[src/rtl/nibble_ctrl_pkg.sv]
`default_nettype none
// ============================================================================
// nibble_ctrl_pkg : shared widths and FSM state type for nibble_load_ctrl
// Rev 1.0
// ============================================================================
package nibble_ctrl_pkg;

  localparam int NIB_W  = 4;
  localparam int BYTE_W = 8;

  typedef enum logic [1:0] {
    ST_HIGH = 2'd0,
    ST_LOW  = 2'd1,
    ST_HOLD = 2'd2
  } nib_state_t;

endpackage
`default_nettype wire

[src/rtl/nibble_load_ctrl.sv]
`default_nettype none
// ============================================================================
// nibble_load_ctrl : nibble handshake to EN_HIGH/EN_LOW byte-assembly strobes
// Rev 1.0
// ============================================================================
module nibble_load_ctrl
  import nibble_ctrl_pkg::*;
#(
  parameter int TIMEOUT_CYCLES = 255,
  parameter int CNT_W          = 8
) (
  input  logic             CLK,
  input  logic             RESET,
  input  logic [NIB_W-1:0] NIB_IN,
  input  logic             NIB_VALID,
  output logic             NIB_READY,
  output logic [NIB_W-1:0] NIB_OUT,
  output logic             EN_HIGH,
  output logic             EN_LOW,
  output logic             BYTE_VALID,
  input  logic             BYTE_ACK,
  output logic             TIMEOUT_ERR,
  output logic [CNT_W-1:0] BYTE_COUNT
);

  localparam int               TMR_W    = $clog2(TIMEOUT_CYCLES + 1);
  localparam logic [TMR_W-1:0] TMR_LAST = TMR_W'(TIMEOUT_CYCLES - 1);
  localparam logic [TMR_W-1:0] TMR_MAX  = '1;

  nib_state_t       state_q, state_d;
  logic [TMR_W-1:0] timer_q, timer_d;
  logic [CNT_W-1:0] count_q, count_d;
  logic             err_q,   err_d;
  logic             xfer;

  // Handshake is gated by RESET so no strobe can reach the data path during reset.
  assign NIB_READY   = !RESET && (state_q != ST_HOLD);
  assign xfer        = NIB_VALID && NIB_READY;
  assign NIB_OUT     = NIB_IN;
  assign EN_HIGH     = xfer && (state_q == ST_HIGH);
  assign EN_LOW      = xfer && (state_q == ST_LOW);
  assign BYTE_VALID  = (state_q == ST_HOLD);
  assign TIMEOUT_ERR = err_q;
  assign BYTE_COUNT  = count_q;

  always_comb begin
    state_d = state_q;
    timer_d = timer_q;
    count_d = count_q;
    err_d   = 1'b0;
    case (state_q)
      ST_HIGH: begin
        if (xfer) begin
          state_d = ST_LOW;
          timer_d = '0;
        end
      end
      ST_LOW: begin
        // A low nibble arriving on the expiry cycle wins over the timeout.
        if (xfer) begin
          state_d = ST_HOLD;
          count_d = count_q + 1'b1;
        end else begin
          if (timer_q != TMR_MAX) begin
            timer_d = timer_q + 1'b1;
          end
          if (timer_q == TMR_LAST) begin
            state_d = ST_HIGH;
            err_d   = 1'b1;
          end
        end
      end
      ST_HOLD: begin
        if (BYTE_ACK) begin
          state_d = ST_HIGH;
        end
      end
      default: begin
        state_d = ST_HIGH;
      end
    endcase
  end

  always_ff @(posedge CLK) begin
    if (RESET) begin
      state_q <= ST_HIGH;
      timer_q <= '0;
      count_q <= '0;
      err_q   <= 1'b0;
    end else begin
      state_q <= state_d;
      timer_q <= timer_d;
      count_q <= count_d;
      err_q   <= err_d;
    end
  end

endmodule
`default_nettype wire

[config.mk]
export PLATFORM = sky130hd
export DESIGN_NAME = nibble_load_ctrl
export DESIGN_NICKNAME = d
export VERILOG_FILES = /design/src/rtl/nibble_ctrl_pkg.sv /design/src/rtl/nibble_load_ctrl.sv
export SDC_FILE = /design/constraint.sdc
export NUM_CORES = 1
export LEC_CHECK = 0
export CAP_MARGIN = 20
export CELL_PAD_IN_SITES_DETAIL_PLACEMENT = 1
export CELL_PAD_IN_SITES_GLOBAL_PLACEMENT = 1
export CORE_MARGIN = 4
export CORE_UTILIZATION = 35
export DETAILED_ROUTE_END_ITERATION = 6
export PLACE_DENSITY_LB_ADDON = 0.1
export SLEW_MARGIN = 30
export SYNTH_ARGS = -nofsm -noshare
export SYNTH_HDL_FRONTEND = slang
export SYNTH_SLANG_ARGS = --single-unit
[constraint.sdc]
create_clock -name CLK -period 1.8 [get_ports CLK]
set_input_delay 0.36 -clock CLK [delete_from_list [all_inputs] [get_ports CLK]]
set_output_delay 0.36 -clock CLK [all_outputs]
set_load 0.005 [all_outputs]
# Word-level counts from Yosys, hierarchy flattened
# Cells that the tools add are included.
# totals
regBits,19
out_inout_bits,17
# op_classes
add_sub_neg,2
n_eq_ne,10
muxes,10
bitwise,1
reduce_logical,11
# ops
op,count
$mux W8,3
$add A8 B1 Y8 const B,2
$pmux W8 S2,1
$eq A8 B8 Y1 const B,1
$mux W2,4
$ne A8 B8 Y1 const B,1
$ne A2 B2 Y1 const B,3
$pmux W2 S3,1
$logic_and A1 B1 Y1,4
$ne A2 B1 Y1 const B,2
$reduce_and A4 Y1,1
$ne A3 B2 Y1 const B,1
$reduce_and A3 Y1,1
$reduce_or A3 Y1,1
$eq A2 B1 Y1 const B,1
$eq A2 B2 Y1 const B,1
$logic_not A2 Y1,1
$reduce_and A2 Y1,1
$reduce_bool A2 Y1,1
$logic_not A1 Y1,1
$mux W1,1
$not A1 Y1,1

# Depth between registers and ports, before layout
# Gate-level depths: netlist (run 1).
# depth
word_depth,5
mapped_depth,6
depth_no_buf,6

# Least setup slack after synthesis (run 1)
# OpenSTA, ideal clock, no wires.
# synth_path
path_type,in2reg
from,input RESET
to,register timer_q[6]
setup_ns,0.074
t_arrival_ns,1.442
slack_ns,0.283
stages,4
n_path_buf,1
cell_sequence,buf_6 or4b_4 or4_1 o21ai_0
# synth_between
elab_chain_cells,5
word_cells_on_any_way,6
# synth_rtl
element,line,text
"start, declared",nibble_load_ctrl.sv:13,"input logic RESET,"
$logic_not A1 Y1,nibble_load_ctrl.sv:37,assign NIB_READY = !RESET && (state_q != ST_HOLD);
$logic_and A1 B1 Y1,nibble_load_ctrl.sv:37,
$logic_and A1 B1 Y1,nibble_load_ctrl.sv:38,assign xfer = NIB_VALID && NIB_READY;
$ne A2 B2 Y1 (no line),-,
$reduce_and A4 Y1 (no line),-,
"end signal, assigned",nibble_load_ctrl.sv:92,timer_q <= timer_d;
"end, declared",nibble_load_ctrl.sv:31,"logic [TMR_W-1:0] timer_q, timer_d;"
# Parallel ways exist; a longest one is shown, timed or not.
# A chain may end at the register's enable or synchronous reset.

# Final worst setup path (run 1)
# layout_path
from,input RESET
to,output EN_HIGH
# layout_between
elab_chain_cells,4
# layout_rtl
element,line,text
$logic_not A1 Y1,nibble_load_ctrl.sv:37,
$logic_and A1 B1 Y1,nibble_load_ctrl.sv:37,
$logic_and A1 B1 Y1,nibble_load_ctrl.sv:38,
$logic_and A1 B1 Y1,nibble_load_ctrl.sv:40,assign EN_HIGH = xfer && (state_q == ST_HIGH);
"end, declared",nibble_load_ctrl.sv:18,"output logic EN_HIGH,"
# No other way between the ends.

==> results of run 1 <==
[synthesized netlist by cell type (2+ instances only)]
cell,n,area [µm²]
dfxtp_1,19,380
nor2_1,14,52.6
nand2_1,10,37.5
inv_1,7,26.3
nand4_1,7,43.8
o21ai_0,7,35.0
xor2_1,6,52.6
nand3_1,5,25.0
a21oi_1,4,20.0
buf_4,4,30.0
ha_1,3,37.5
nand2b_1,3,18.8
and3_1,2,12.5
buf_2,2,10.0
nor2b_1,2,12.5
nor3_1,2,10.0
xnor2_1,2,17.5
[registers in the layout, summed over array words and instances (netlist names)]
name and cells:
state_q 2, TIMEOUT_ERR 1, timer_q 8, BYTE_COUNT 8
[final cells by class]
type,instances,area share [%]
tap,31,2.92
timing repair buffer,32,20.7
clock inverter,1,0.377
multi-input combinational,86,43.5
sequential,19,28.9
inverter,7,1.98
clock buffer,3,1.70
[metal layers]
metal | up-vias | part of all wire (%) | global-route usage (%)
li1 | 469 | - | -
met5 | - | 0 | 0
met2 | 14 | 47 | 24.5
met1 | 445 | 48 | 18.4
met4 | 0 | 1.2 | 5.45
met3 | 4 | 4.1 | 3.14
[logic make-up after synthesis]
family	synth area share (%)
xor+xnor	6.98
compound gates	13.3
simple gates	28.9
flops	37.9
fa+ha+maj	3.74
mux	0.998
buf+inv	8.10
[final timing paths]
kind | start | end | slack [ns] | depth (start not counted)
worst min-delay path | timer_q[6]$_SDFFE_PP0P_ | timer_q[6]$_SDFFE_PP0P_ | 0.52 | 2
worst max-delay path | RESET | EN_HIGH | 0.05 | 5
worst min register to register | timer_q[6]$_SDFFE_PP0P_ | timer_q[6]$_SDFFE_PP0P_ | 0.52 | 2
worst max register to register | timer_q[0]$_SDFFE_PP0P_ | timer_q[2]$_SDFFE_PP0P_ | 0.14 | 6
[power by group]
group          internal (mW)  switching, mW  total (mW)
logic                 0.0581         0.0536       0.112
registers              0.426        0.00641       0.432
clock network         0.0829          0.142       0.224
[through the flow]
stage / setup TNS (ns) / hold slack, ns / worst slack, ns / instance area [µm²] / utilization [%]
floorplan: 0 / 0.469 / 0.283 / 1000 / -
detailed placement: -3.42 / 0.514 / -0.472 / 1270 / 46.0
global placement: -3.00 / 0.495 / -0.466 / 1270 / 46.0
finish: 0 / 0.522 / 0.0540 / 1330 / 48.1
CTS: 0 / 0.532 / 0.0212 / 1320 / 47.7
global route: -0.00401 / 0.559 / -0.00401 / 1330 / 48.1
[critical path, stage by stage]
cell and delay (ns):
dlygate4sd2_1 0.26, nand2b_4 0.15, or3_4 0.34, inv_1 0.06, dlygate4sd2_1 0.22
==> out/qor.txt, run 1 <==
Final HPWL DP - 2060 µm
Gate Count Post-Synth - 120
CTS resizes - 13
share of post-route cells with drive strength above 1 - 21.6%
vias per cell - 5.21
H-tree Lvls - 1
final std cells w/o fill - 179
Die Width - 61.5 µm
Startpoint Class - input pin
commonest non-fill, non-tap cell in the layout - dfxtp_1
final period utilization - 97.0%
Slew Viols, Final - 0
Worst Path Required - 1.44 ns
DRC - 0
Ys Warns - 0
largest net degree at the start of global routing - 17
Setup CP Type - in2out
Final setup violation count - 0
Async SR Flop Fraction - 0%
flops & latches, synth - 19
Post-synth EDFFs - 0
I/O pin cnt - 25
global route overflow - 0
Pleak - 0.534 nW
highest clock rate - 573 MHz
worst skew pair latency - 0.30 ns
PD cells - 580 nW/µm²
CTS tree - yes
clock root cell - clkbuf_4
Core ar. - 2760 µm²
initial antenna violation count - 0
Seq/Total Area, Yosys - 37.9%
total power - 0.769 mW
mean post-synth cell area - 8.36 µm²
Post-Syn Area - 1000 µm²
number of global-route vias before repair - 905
GRT Util Overall - 14.7%
vias after detailed routing - 932
clock-pin slew on the worst setup and hold paths - 0.11 ns
Setup crit end kind - output pin
minimum clock period - 1.75 ns
Tightest Pin Transition - 0.308 ns
I/O Buffers - 16
row count - 19
Fillers - 341
DIE HEIGHT - 61.5 µm
crit path max fanout - 3
syn nets - 131
Nets - 160
final hold violations - 0
Cells after DPL - 175
Seq. cell area - 383 µm²
Initial Util - 36.4%
CTS sink cnt - 19
first-pass GRT wire length - 4060 µm
CTS Hold Bufs - 0
post-CTS setup buffers - 0
crit path DAT - 1.39 ns
DRC marker count from the first detailed-route iteration - 13
n_diodes - 0
CTS Buf Count - 3
ys flop type - dfxtp_1
max-cap check violation count - 0
Final GP Congestion - 0.823
commonest non-fill, non-tap cells in the layout - dfxtp_1 (17), buf_4 (16), nor2_1 (13)
Max VDD drop - 346 µV
Multi-input gate area - 577 µm²
Die Footprint - 3790 µm²
DRT Pass-1 Iters - 4
status - complete, no violations
total wire length - 2550 µm
Routed Antenna Nets - 0
type of the worst min-delay path - reg2reg
DR WL/cell - 14.2 µm
Clock Skew - 0.00133 ns
Slew headroom - 79.3%
clock buffer depth - 2
Cell variety after synth - 38
P&R area growth vs syn - 32.2%
Power figures use the tool's default switching activity.
==> inputs of run 2 (changes only) <==
--- a/config.mk
+++ b/config.mk
@@ -11,6 +11,7 @@
 export CORE_MARGIN = 4
 export CORE_UTILIZATION = 35
 export DETAILED_ROUTE_END_ITERATION = 6
+export GPL_TIMING_DRIVEN = 0
 export PLACE_DENSITY_LB_ADDON = 0.1
 export SLEW_MARGIN = 30
 export SYNTH_ARGS = -nofsm -noshare
==> run 2 against run 1 <==
Compared with the run above: core utilization rose by 0.50 points; global-route usage grew 0.84 points; clock power about the same; clock-buffer cell count stayed put; final cell count stayed put.
==> out/qor.txt, run 2 (same netlist as run 1, synthesis figures left out) <==
status - complete, no violations (unchanged)
Cells after DPL - 170 (was 175)
Startpoint Class - flop (was input pin)
largest net degree at the start of global routing - 12 (was 17)
Placement Setup Slack - -0.698 ns (was -0.472 ns)
vias after detailed routing - 954 (was 932)
minimum clock period - 1.72 ns (was 1.75 ns)
crit path max fanout - 5 (was 3)
WP buf/inv - 2 (was 3)
Worst path top cell family by delay - simple AND/OR/NAND/NOR gates (was buffers and inverters)
I/O pin cnt - 25 (unchanged)
CTS sink cnt - 19 (unchanged)
Setup crit end kind - output pin (unchanged)
number of global-route vias before repair - 937 (was 905)
max-cap check violation count - 0 (unchanged)
global route overflow - 0 (unchanged)
GRT Util Overall - 15.5% (was 14.7%)
total wire length - 2760 µm (was 2550 µm)
Setup CP Type - reg2out (was in2out)
Final GP Congestion - 0.776 (was 0.823)
Worst Path Required - 1.44 ns (about the same)
commonest non-fill, non-tap cells in the layout - dfxtp_1 (16), clkdlybuf4s50_1 (14), nor2_1 (13) (was dfxtp_1 (17), buf_4 (16), nor2_1 (13))
final hold violations - 0 (unchanged)
P&R area growth vs syn - 33.5% (was 32.2%)
CTS tree - yes (unchanged)
Tightest Pin Transition - 0.473 ns (was 0.308 ns)
Clock Skew - 0.00579 ns (was 0.00133 ns)
DRT Pass-1 Iters - 4 (unchanged)
DIE HEIGHT - 61.5 µm (unchanged)
H-tree Lvls - 1 (unchanged)
Slew Viols, Final - 0 (unchanged)
CTS Hold Bufs - 0 (unchanged)
hold_ws - 0.256 ns (was 0.522 ns)
DRC marker count from the first detailed-route iteration - 24 (was 13)
Final setup violation count - 0 (unchanged)
Core ar. - 2760 µm² (unchanged)
Setup WS post-layout - 0.0813 ns (was 0.0540 ns)
clock-pin slew on the worst setup and hold paths - 0.12 ns (was 0.11 ns)
DR WL/cell - 15.4 µm (was 14.2 µm)
initial antenna violation count - 0 (unchanged)
Finished Cell Area - 1340 µm² (was 1330 µm²)
Die Footprint - 3790 µm² (unchanged)
Nets - 160 (unchanged)
Slew headroom - 68.5% (was 79.3%)
CTS Buf Count - 3 (unchanged)
share of post-route cells with drive strength above 1 - 20.9% (was 21.6%)
Fillers - 352 (was 341)
final std cells w/o fill - 179 (unchanged)
Max VDD drop - 345 µV (was 346 µV)
PD cells - 578 nW/µm² (was 580 nW/µm²)
DRC - 0 (unchanged)
clock buffer depth - 2 (unchanged)
clock root cell - clkbuf_4 (unchanged)
final period utilization - 95.5% (was 97.0%)
CP Cell Sequence - or3_4 > inv_1 > clkdlybuf4s15_1 (was dlygate4sd2_1 > nand2b_4 > or3_4 > inv_1 > dlygate4sd2_1)
Pleak - 0.524 nW (was 0.534 nW)
highest clock rate - 582 MHz (was 573 MHz)
row count - 19 (unchanged)
Final HPWL DP - 1990 µm (was 2060 µm)
Initial Util - 36.4% (unchanged)
I/O Buffers - 19 (was 16)
first-pass GRT wire length - 4320 µm (was 4060 µm)
vias per cell - 5.33 (was 5.21)
worst skew pair latency - 0.31 ns (was 0.30 ns)
total power - 0.774 mW (was 0.769 mW)
Routed Antenna Nets - 0 (unchanged)
type of the worst min-delay path - in2reg (was reg2reg)
placed cell areas - 1230 µm² (was 1270 µm²)
n_diodes - 0 (unchanged)
Die Width - 61.5 µm (unchanged)
crit path max-delay cell type - or3_4 (unchanged)
delay of the slowest critical-path stage - 0.41 ns (was 0.34 ns)
commonest non-fill, non-tap cell in the layout - dfxtp_1 (unchanged)
crit path DAT - 1.36 ns (was 1.39 ns)
-- run 2: final timing paths --
check | startpoint | to | slack (ns) | cells past startpoint
hold reg to reg | timer_q[6]$_SDFFE_PP0P_ | timer_q[6]$_SDFFE_PP0P_ | 0.53 | 2
hold / removal | RESET | state_q[0]$_SDFFE_PP0P_ | 0.26 | 2
setup / recovery | state_q[0]$_SDFFE_PP0P_ | EN_HIGH | 0.08 | 3
setup reg to reg | timer_q[0]$_SDFFE_PP0P_ | timer_q[1]$_SDFFE_PP0P_ | 0.11 | 6
-- run 2: per-layer routing --
layer | wire length (µm) | global-route usage, %
met1 | 1360 | 20.9
met3 | 88 | 2.73
met4 | 31 | 5.45
met5 | 0 | 0
met2 | 1280 | 24.8
-- run 2: where the power goes --
| part | leakage, nW | internal [mW] | total, mW | switching, mW |
|---|---|---|---|---|
| Sequential | 0.155 | 0.425 | 0.431 | 0.00657 |
| Clock | 0.0177 | 0.0830 | 0.226 | 0.143 |
| Combinational | 0.351 | 0.0619 | 0.117 | 0.0556 |
| Total | 0.524 | 0.570 | 0.774 | 0.205 |
-- run 2: worst reg2reg max path: cells and delay by family (launching register included) --
kind | cells | cell delay (ns)
fa+ha+maj | 1 | 0.26
simple gates | 2 | 0.60
flops | 1 | 0.37
compound gates | 2 | 0.24
buf+inv | 1 | 0.16
-- run 2: repair_timing --
item | CTS | global route
pin swaps | 2 | 1
resized for setup | 16 | 7
setup endpoints to repair | 5 | 8
buffers inserted | 4 | 2
-- run 2: cell type report --
class / count / area (µm²) / share of cell area, %
Inverter: 7 / 26.3 / 1.96
Clock buffer: 3 / 22.5 / 1.68
Sequential cell: 19 / 389 / 29.0
Buffer: 7 / 52.6 / 3.92
Tap cell: 31 / 38.8 / 2.89
Timing Repair Buffer: 25 / 226 / 16.9
Multi-Input combinational cell: 86 / 579 / 43.2
Clock inverter: 1 / 5.00 / 0.373
-- run 2: per-stage QoR --
step	util, %	TNS [ns]
6_report	48.6	0
5_1_grt	48.6	-0.0123
4_1_cts	47.6	0
3_5_place_dp	44.7	-4.48
3_3_place_gp	44.7	-3.38
2_1_floorplan	-	0
==> inputs of run 3 (changes only) <==
--- a/config.mk
+++ b/config.mk
@@ -5,12 +5,14 @@
 export SDC_FILE = /design/constraint.sdc
 export NUM_CORES = 1
 export LEC_CHECK = 0
+export ABC_AREA = 0
 export CAP_MARGIN = 20
 export CELL_PAD_IN_SITES_DETAIL_PLACEMENT = 1
 export CELL_PAD_IN_SITES_GLOBAL_PLACEMENT = 1
 export CORE_MARGIN = 4
 export CORE_UTILIZATION = 35
 export DETAILED_ROUTE_END_ITERATION = 6
+export GPL_ROUTABILITY_DRIVEN = 0
 export GPL_TIMING_DRIVEN = 0
 export PLACE_DENSITY_LB_ADDON = 0.1
 export SLEW_MARGIN = 30
==> results of run 3 <==
Same layout as run 2: the final DEF is identical, and so are final timing and power.
